File: src/rtl/sync_fifo_param.sv
// sync_fifo_param: parametrised single-clock FIFO with occupancy count,
// programmable almost-full/almost-empty flags, sticky overflow/underflow
// status and a synchronous flush. Read data is registered, so it appears one
// cycle after an accepted read.
module sync_fifo_param #(
  parameter int DATA_W   = 8,
  parameter int DEPTH    = 8,
  parameter int AF_LEVEL = 6,
  parameter int AE_LEVEL = 1
) (
  input  logic                     clk,
  input  logic                     reset_n,
  input  logic                     clear,
  input  logic                     rd_en,
  input  logic                     wr_en,
  input  logic [DATA_W-1:0]        data_in,
  output logic [DATA_W-1:0]        data_out,
  output logic                     full,
  output logic                     empty,
  output logic                     almost_full,
  output logic                     almost_empty,
  output logic [$clog2(DEPTH):0]   count,
  output logic                     invalid,
  output logic                     overflow,
  output logic                     underflow
);

  localparam int ADDR_W = $clog2(DEPTH);
  localparam logic [ADDR_W:0] DEPTH_CNT = (ADDR_W + 1)'(DEPTH);
  localparam logic [ADDR_W:0] AF_CNT    = (ADDR_W + 1)'(AF_LEVEL);
  localparam logic [ADDR_W:0] AE_CNT    = (ADDR_W + 1)'(AE_LEVEL);
  localparam logic [ADDR_W:0] CNT_ONE   = (ADDR_W + 1)'(1);
  localparam logic [ADDR_W-1:0] PTR_ONE = ADDR_W'(1);

  logic [DATA_W-1:0] mem [DEPTH];

  logic [ADDR_W-1:0] wr_ptr_q, wr_ptr_d;
  logic [ADDR_W-1:0] rd_ptr_q, rd_ptr_d;
  logic [ADDR_W:0]   count_q, count_d;
  logic [DATA_W-1:0] data_out_q, data_out_d;
  logic              invalid_q, invalid_d;
  logic              overflow_q, overflow_d;
  logic              underflow_q, underflow_d;
  logic              rd_ok, wr_ok;

  // Flags are pure decodes of the registered count, so they never lag it.
  assign full         = (count_q == DEPTH_CNT);
  assign empty        = (count_q == '0);
  assign almost_full  = (count_q >= AF_CNT);
  assign almost_empty = (count_q <= AE_CNT);
  assign count        = count_q;
  assign data_out     = data_out_q;
  assign invalid      = invalid_q;
  assign overflow     = overflow_q;
  assign underflow    = underflow_q;

  // Accept/reject decisions and next-state for pointers, count and status;
  // a flush suppresses both requests and wipes the status bits.
  always_comb begin
    rd_ok       = rd_en & ~empty & ~clear;
    wr_ok       = wr_en & (~full | rd_ok) & ~clear;
    wr_ptr_d    = wr_ptr_q;
    rd_ptr_d    = rd_ptr_q;
    count_d     = count_q;
    data_out_d  = data_out_q;
    invalid_d   = 1'b0;
    overflow_d  = overflow_q;
    underflow_d = underflow_q;

    if (clear) begin
      wr_ptr_d    = '0;
      rd_ptr_d    = '0;
      count_d     = '0;
      overflow_d  = 1'b0;
      underflow_d = 1'b0;
    end else begin
      if (rd_ok) begin
        data_out_d = mem[rd_ptr_q];
        rd_ptr_d   = rd_ptr_q + PTR_ONE;
      end
      if (wr_ok) begin
        wr_ptr_d = wr_ptr_q + PTR_ONE;
      end
      case ({wr_ok, rd_ok})
        2'b10:   count_d = count_q + CNT_ONE;
        2'b01:   count_d = count_q - CNT_ONE;
        default: count_d = count_q;
      endcase
      invalid_d   = (rd_en & ~rd_ok) | (wr_en & ~wr_ok);
      overflow_d  = overflow_q | (wr_en & ~wr_ok);
      underflow_d = underflow_q | (rd_en & ~rd_ok);
    end
  end

  // Storage array is deliberately left out of reset; only valid entries are ever read.
  always_ff @(posedge clk) begin
    if (wr_ok) begin
      mem[wr_ptr_q] <= data_in;
    end
  end

  // Control and status registers with asynchronous active-low reset.
  always_ff @(posedge clk or negedge reset_n) begin
    if (!reset_n) begin
      wr_ptr_q    <= '0;
      rd_ptr_q    <= '0;
      count_q     <= '0;
      data_out_q  <= '0;
      invalid_q   <= 1'b0;
      overflow_q  <= 1'b0;
      underflow_q <= 1'b0;
    end else begin
      wr_ptr_q    <= wr_ptr_d;
      rd_ptr_q    <= rd_ptr_d;
      count_q     <= count_d;
      data_out_q  <= data_out_d;
      invalid_q   <= invalid_d;
      overflow_q  <= overflow_d;
      underflow_q <= underflow_d;
    end
  end

endmodule
File: config.mk
export PLATFORM = sky130hd
export DESIGN_NAME = sync_fifo_param
export DESIGN_NICKNAME = d
export VERILOG_FILES = /design/src/rtl/sync_fifo_param.sv
export SDC_FILE = /design/constraint.sdc
export NUM_CORES = 1
export LEC_CHECK = 0
export ABC_CLOCK_PERIOD_IN_PS = 2700
export CORE_UTILIZATION = 57
export DETAILED_ROUTE_END_ITERATION = 10
export PLACE_DENSITY = 0.77
export SYNTH_ARGS = -nofsm -noshare
export SYNTH_HDL_FRONTEND = slang
export SYNTH_SLANG_ARGS = --single-unit
File: constraint.sdc
create_clock -name clk -period 2.7 [get_ports clk]
set_input_delay 0.81 -clock clk [delete_from_list [all_inputs] [get_ports clk]]
set_output_delay 0.81 -clock clk [all_outputs]
set_load 0.01 [all_outputs]
==> flow_metrics.py <==
metrics = {
    "logic_synthesis": {
        "synthDistinctLibCells": 37,
        "ys_ff_latch": 85,
        "netlist_area_mm2": 0.00359,
        "synth_edf_count": 64,
        "syn-num-nets": 242,
        "synth_area_leaders": "edfxtp_1 (53%), dfrtp_1 (15%), mux4_2 (10%)",
        "postSynthAreaPerCell_um2": 16.1,
        "async_reset_ff_frac": 0.247,
        "ys.flop_type": "edfxtp_1",
        "synth_top_area_frac": 0.535,
        "syn_inst": 223,
        "yosys_warnings": 0,
        "ys_seq_area_frac": 0.681,
        "synth_area_leader_cell": "edfxtp_1",
    },
    "pwr": {
        "vdd.ir_drop.worst_mv": 0.529,
        "leakagePower_uw": 0.00159,
        "powerDensity_mw_per_mm2": 867,
    },
    "clock_network": {
        "cts_tree": "yes",
        "cts.sinks": 85,
        "clk_pin_slew_ns": 0.09,
        "clock_path_buffers": 2,
        "post_cts_buffers": 0,
        "cts-buffers-inserted": 9,
        "cts-root-buf": "clkbuf_8",
        "htree_levels": 3,
        "cts_hold_buf": 0,
        "insertion_delay_ns": 0.35,
    },
    "worst_hold_path": {
        "hold_depth": 2,
        "worst_hold_path_type": "reg -> reg",
        "min_delay_worst_endpoint": "underflow",
        "min_from": "underflow",
    },
    "floorplan": {
        "core_mm2": 0.00599,
        "die_w_um": 81.4,
        "die_h_um": 81.4,
        "num_rows": 28,
        "start_util": 0.600,
        "io_pins": 32,
        "dieArea_mm2": 0.00663,
    },
    "timing": {
        "period_needed_ns": 2.56,
        "final.setup.tns_ns": 0,
        "drv_slew": 0,
        "finClkSkew_ns": 0.00899,
        "clock.fmax_mhz": 391,
        "slew_headroom": 0.445,
        "finalCritPeriodShare": 0.947,
        "rsz0062_at_grt": "no",
        "setup_violations": 0,
        "tightest_slew_ns": 0.832,
        "hold_violations": 0,
    },
    "detailed_routing": {
        "avgViaCountPerCell": 5.79,
        "firstDrtPassIters": 4,
        "routedWlPerCell_um": 18.0,
        "drc": 0,
        "ant_nets": 0,
        "dr.first_iter.drc_count": 121,
        "vias": 2077,
        "wirelength_mm": 6.45,
    },
    "critical_path": {
        "crit_slowest_cell": "clkdlybuf4s50_1",
        "end_kind": "output port",
        "cpLargestDelayFamily": "buffers and inverters",
        "crit_type": "reg -> out",
        "arrival_ns": 1.75,
        "reg2reg_depth": 9,
        "reg2reg_from": "count[0]",
        "worst_setup_path_start_kind": "flip-flop",
        "slowest_delay_ns": 0.47,
        "rrSetupSlack_ns": 0.53,
        "timing.rr.end": "mem[4][0]",
        "worstPathCellList": "buf_4, ha_1, o21ai_1, nand2b_1, clkdlybuf4s50_1",
        "critPathBufInv": 2,
        "worst_ep_required_time_ns": 1.89,
        "crit_fanout": 8,
    },
    "final_layout": {
        "area_growth_pct": 21.7,
        "nets": 298,
        "final_layout_size_suffix_gt1_frac": 0.229,
        "fill_cells": 376,
        "n_antenna_cell": 0,
        "postLayoutCellArea_mm2": 0.00437,
    },
    "grt": {
        "track_usage": 0.224,
        "antenna_found_initial": 0,
        "grt_max_degree": 22,
        "grt_pass1_wl_mm": 10.2,
        "gr-total-overflow": 0,
        "grt_pass1_vias": 2023,
    },
    "placed_design": {
        "io_buffers": 31,
        "place_congestion": 0.781,
        "placed_area_mm2": 0.00414,
        "dp_hpwl_mm": 4.36,
    },
    "outcome": {
        "outcome": "finished clean",
    },
    "run": {
        "maxCapViolations": 0,
    },
}
-- layer usage --
metal	vias to the layer above	wire length (µm)	global-route usage	part of all wire
li1	957	-	-	-
met1	1051	2890	0.305	0.45
met2	61	3180	0.348	0.49
met3	8	300	0.0506	0.046
met4	0	87	0.0911	0.013
met5	-	0	0	0
-- how the worst max path moves through the flow --
stage / from / end / slack, ns / cells past startpoint
floorplan: wr_en / mem[0][0] / 0.07 / 5
global placement: wr_en / mem[4][0] / 0.08 / 6
detailed placement: wr_en / mem[4][0] / 0.03 / 6
CTS: count[0] / full / 0.02 / 6
global route: count[1] / almost_full / 0.02 / 5
finish: count[1] / almost_full / 0.14 / 5
-- cells by family after synthesis --
| logic type | share of synthesized area |
|---|---|
| DFF | 0.681 |
| xor gates and xnor gates | 0.0146 |
| AOI/OAI and AO/OA | 0.0446 |
| adders and majority gates | 0.0209 |
| and+or+nand+nor | 0.0864 |
| muxes | 0.128 |
| buffers and inverters | 0.0244 |
-- tightest hold or removal path: cells and delay by family (launching register included) --
family	cells	cell delay, ns
compound gates	1	0.04
flops	1	0.35
simple gates	1	0.07
-- registers in the layout (all words and copies together) (netlist names) --
register   flops
count          4
data_out       8
invalid        1
mem           64
overflow       1
rd_ptr_q       3
underflow      1
wr_ptr_q       3
-- metrics by stage --
| step | hold WS (ns) | cells | setup WS [ns] | utilization | total power (µW) |
|---|---|---|---|---|---|
| detailed placement | 0.489 | 343 | 0.0330 | 0.692 | 2840 |
| global route | 0.553 | 359 | 0.0226 | 0.730 | 4000 |
| CTS | 0.510 | 359 | 0.0152 | 0.729 | 3820 |
| global placement | 0.485 | 343 | 0.0781 | 0.692 | 2820 |
| finish | 0.500 | 359 | 0.142 | 0.730 | 3790 |
| floorplan | 0.514 | 223 | 0.0704 | - | 2380 |
-- synth_stat cells, types with 2 or more instances --
master,n
edfxtp_1,64
nor2_1,24
dfrtp_1,21
mux4_2,16
a21oi_1,14
mux2i_1,10
ha_1,6
nand2b_1,6
nor3_1,6
clkbuf_1,5
inv_1,5
buf_2,4
nor2b_1,4
xor2_1,4
nand2_1,3
nand3_1,3
nor3b_1,3
buf_1,2
buf_6,2
o211ai_1,2
o21ai_0,2
xnor2_1,2
-- placed cells by master, fill, tap and decap left out, types with 9 or more instances in the layout --
master	n
a21oi_1	14
buf_4	26
clkbuf_8	9
clkdlybuf4s50_1	28
dfrtp_1	21
edfxtp_1	64
mux2i_1	10
mux4_2	16
nor2_1	24
-- area by class of cell --
| type | count | area (µm²) | area share |
|---|---|---|---|
| Sequential cell | 85 | 2450 | 0.560 |
| Multi-Input combinational cell | 120 | 1060 | 0.242 |
| Timing Repair Buffer | 58 | 526 | 0.120 |
| Clock buffer | 9 | 124 | 0.0283 |
| Clock inverter | 7 | 104 | 0.0238 |
| Tap cell | 75 | 93.8 | 0.0215 |
| Inverter | 5 | 18.8 | 0.00429 |
-- repair_timing --
action,in CTS,in global routing
gates resized for setup,2,3
pin swaps,0,0
endpoints found under the setup margin,2,2
-- power breakdown --
group	total, µW	leakage [µW]	switching, µW	internal (µW)
sequential	1610	0.000841	79.7	1530
clock	1010	0.000108	475	534
combinational	1170	0.000644	543	629
Note: power is estimated with default switching activity, not from simulation.
==> patch 1 (same flow settings) <==
Reset style: synchronous (`reset_n`), changed in one clocked block. Comments in the files are not updated.
--- a/src/rtl/sync_fifo_param.sv
+++ b/src/rtl/sync_fifo_param.sv
@@ -102,3 +102,3 @@
   // Control and status registers with asynchronous active-low reset.
-  always_ff @(posedge clk or negedge reset_n) begin
+  always_ff @(posedge clk) begin
     if (!reset_n) begin
Check against the original RTL: differs if reset_n is asserted again (counterexample within 4 cycles, from zero or initial values and one cycle with reset_n low); with reset_n held inactive, the same outputs for 10 cycles.
==> patch 1 against the original RTL <==
Cell area down 4.6%; final cell count increased by 0.56%; clock skew about the same; wire length down 1.8%; core utilization up 0.94 points; via count shrank 1.9%; maximum frequency decreased by 2.5%; sequential cell count is the same; area after synthesis down 4.9%; setup slack worse by 65 ps; die area shrank 4.8%; sequential share of layout area up 0.27 points; critical path type unchanged.
Power is not compared: it rests on default switching activity, and its combinational part moved more than twofold at a synthesized area within 25%.
==> patch 1: results (changes against the original RTL) <==
clock_network_contribution_to_total_cell_area: 0.0444  # -0.00768
critical_path.endpoint: "full"
inverters_excl_clock: 4  # -1
placed_cell_area_sq_um: 3970  # -4.2%
synth_area_per_cell_sq_um: 15.3  # -4.9%
min_from: "underflow"
synth_adder_area_share: 0.0256  # +0.00473
synth_seq_area_share: 0.685  # +0.00415
drive_above_1_share: 0.211  # -0.0178
cp-startpoint: "count[1]"
grt_first_pass_wirelength_um: 9870  # -3.0%
filler_cell_count: 365  # -2.9%
sh_seq_area: 0.563  # +0.00274
viasPerCell: 5.65  # -2.4%
yosys-top-cells-count: "64 x sky130_fd_sc_hd__edfxtp_1, 21 x sky130_fd_sc_hd__dfxtp_1, 19 x sky130_fd_sc_hd__a21oi_1"
non_clock_buffer_area_share: 0.126  # +0.00581
synthXorXnorAreaFrac: 0.0179  # +0.00331
dpl.cell_count: 345  # +0.58%
slew_headroom: 0.449  # +0.00382
dp_hpwl_um: 4320  # -0.93%
tapCellCount: 72  # -4.0%
n_multi_input_combinational_cell: 125  # +4.2%
worstHoldEndpoint: "underflow"
outcome: "finished, final reports clean"
mux_cell_area_share_after_synthesis: 0.105  # -0.0227
worst_clock_skew_on_the_final_layout_ps: 8.61  # -0.388 ps
timing.fmax_ghz: 0.381  # -2.5%
groute.usage.overall: 0.225  # +0.00186
ff2ff_setup_slack_ps: 400  # -130 ps
buffers: 59  # +1.7%
place_congestion: 0.784  # +0.36%
final-instance-count-excl-fill: 361  # +0.56%
-- patch 1: cell types whose count changed after synthesis, sizes merged, moves of 3 or more --
| cell | before | now |
|---|---|---|
| dfrtp | 21 | 0 |
| dfxtp | 0 | 21 |
| mux2i | 10 | 18 |
| mux4 | 16 | 8 |
| o22ai | 0 | 8 |
| a21oi | 14 | 21 |
| o21ai | 3 | 10 |
| nor2 | 24 | 18 |
| nor2b | 4 | 0 |
| clkbuf | 5 | 2 |
| nor3 | 6 | 3 |
-- patch 1: repair_timing --
item                       in CTS  in global routing
setup endpoints to repair       3                  2
gates resized for setup         1                  4
setup buffers                   0                  0
-- patch 1: logic make-up after synthesis --
family          Yosys count
compound gates           41
xor+xnor                  7
fa+ha+maj                 7
flops                    85
mux                      26
simple gates             44
buf+inv                  13
-- patch 1: metal layers --
layer,up-vias,part of all wire,GRT usage
met1,994,0.44,0.290
met2,52,0.49,0.355
met5,-,0,0
met4,0,0.015,0.100
met3,11,0.054,0.0663
li1,981,-,-
==> patch 2 (same settings) <==
Without the edit above. The parameter `DEPTH` goes from 8 to 16.
--- a/src/rtl/sync_fifo_param.sv
+++ b/src/rtl/sync_fifo_param.sv
@@ -6,3 +6,3 @@
   parameter int DATA_W   = 8,
-  parameter int DEPTH    = 8,
+  parameter int DEPTH    = 16,
   parameter int AF_LEVEL = 6,
Ports: changed (resized count); port bits go from 32 to 33. No check against the original RTL was run, so the function may have changed too.
==> patch 2 against the original RTL <==
Area after synthesis increased by 76%; power increased by 77%; sequential cell count increased by 67; synthesized cell count grew 63%; global-route usage grew 3.3 points; setup slack lost 45 ps; cell area increased by 76%; clock skew is 1.6 ps lower; wire length is 100% higher; critical path type unchanged.
==> patch 2: results (changes against the original RTL) <==
outcome: "finished, final reports clean"
rr_worst_depth: 6  # -3
syn-num-nets: 387  # +60%
drive_above_1_share: 0.266  # +0.0371
detailroute.wirelength.met3_um: 1080  # +260%
filler_cell_count: 653  # +74%
worstHoldEndpoint: "data_out[2]"
ys_types: 46  # +24%
port_buffers: 32  # +3.2%
cts_htree_levels: 4  # +1
cp-startpoint: "count[0]"
critical_path.endpoint: "empty"
met2WireLength_um: 6690  # +110%
inverters_excl_clock: 7  # +2
vias_in_the_first_global_route: 3658  # +81%
dp_hpwl_um: 8270  # +90%
worstPathArrival_ps: 1790  # +40 ps
buffers: 78  # +34%
synth_seq_area_share: 0.704  # +0.0231
met1_routed_wirelength_after_detailed_routing_um: 5060  # +75%
clock_network_contribution_to_total_cell_area: 0.0806  # +0.0286
cp_top_family: "simple AND/OR/NAND/NOR gates"
num-nets-final: 465  # +56%
final.clkbuf_count: 25  # +16
placed_cell_area_sq_um: 7070  # +71%
sequential_cell_area_sq_um: 4450  # +82%
groute.usage.overall: 0.257  # +0.0333
max_fo_critical_path: 3  # -5
timing.rr.start: "rd_ptr_q[3]"
synth.top_cells.by_area: "sky130_fd_sc_hd__edfxtp_1 61%, sky130_fd_sc_hd__mux4_2 12%, sky130_fd_sc_hd__dfrtp_1 9.5%, sky130_fd_sc_hd__mux2i_1 2.2%, sky130_fd_sc_hd__nor2_1 2.0%"
synth_enable_flop_cells: 128  # +100%
total_leakage_power_nw: 2.74  # +72%
grt_first_pass_wirelength_um: 20800  # +100%
number_of_flip_flops_in_the_largest_register: 128  # +100%
sequential_cell_total: 152  # +79%
postSynth.asyncResetShare: 0.158  # -0.0892
cts_buffers: 17  # +8
design.die.area_sq_um: 11500  # +74%
yosys-top-cells-count: "128 x sky130_fd_sc_hd__edfxtp_1, 34 x sky130_fd_sc_hd__nor2_1, 33 x sky130_fd_sc_hd__mux4_2"
sh_seq_area: 0.577  # +0.0167
worst_clock_skew_on_the_final_layout_ps: 7.43  # -1.57 ps
synth_area_per_cell_sq_um: 17.3  # +7.6%
==> patch 2: changes by cell type in the layout (fill, tap and decap cells not counted), sizes merged, moves of 8 or more <==
cell,delta
edfxtp,+64
buf,+20
mux4,+17
clkbuf,+16
nand2,+13
nor2,+10
a21oi,-8
==> patch 2: cells by family after synthesis <==
kind of cell,count (synthesis),synth area share
adders and majority gates,10,0.0198
buffers and inverters,26,0.0178
DFF,152,0.704
AOI/OAI and AO/OA,39,0.0412
and+or+nand+nor,81,0.0632
xor gates and xnor gates,6,0.00833
muxes,50,0.145
==> patch 2: routing by layer <==
layer | up-vias | global-route usage
met5 | - | 0
met4 | 0 | 0.0988
met3 | 26 | 0.0681
met2 | 157 | 0.418
met1 | 1807 | 0.334
li1 | 1591 | -
==> patch 2: report_power, final <==
group / switching [W] / internal [W] / leakage, nW / total, W
Sequential: 0.000119 / 0.00267 / 1.47 / 0.00279
Combinational: 0.000745 / 0.000778 / 0.968 / 0.00152
Clock: 0.000901 / 0.00150 / 0.306 / 0.00240
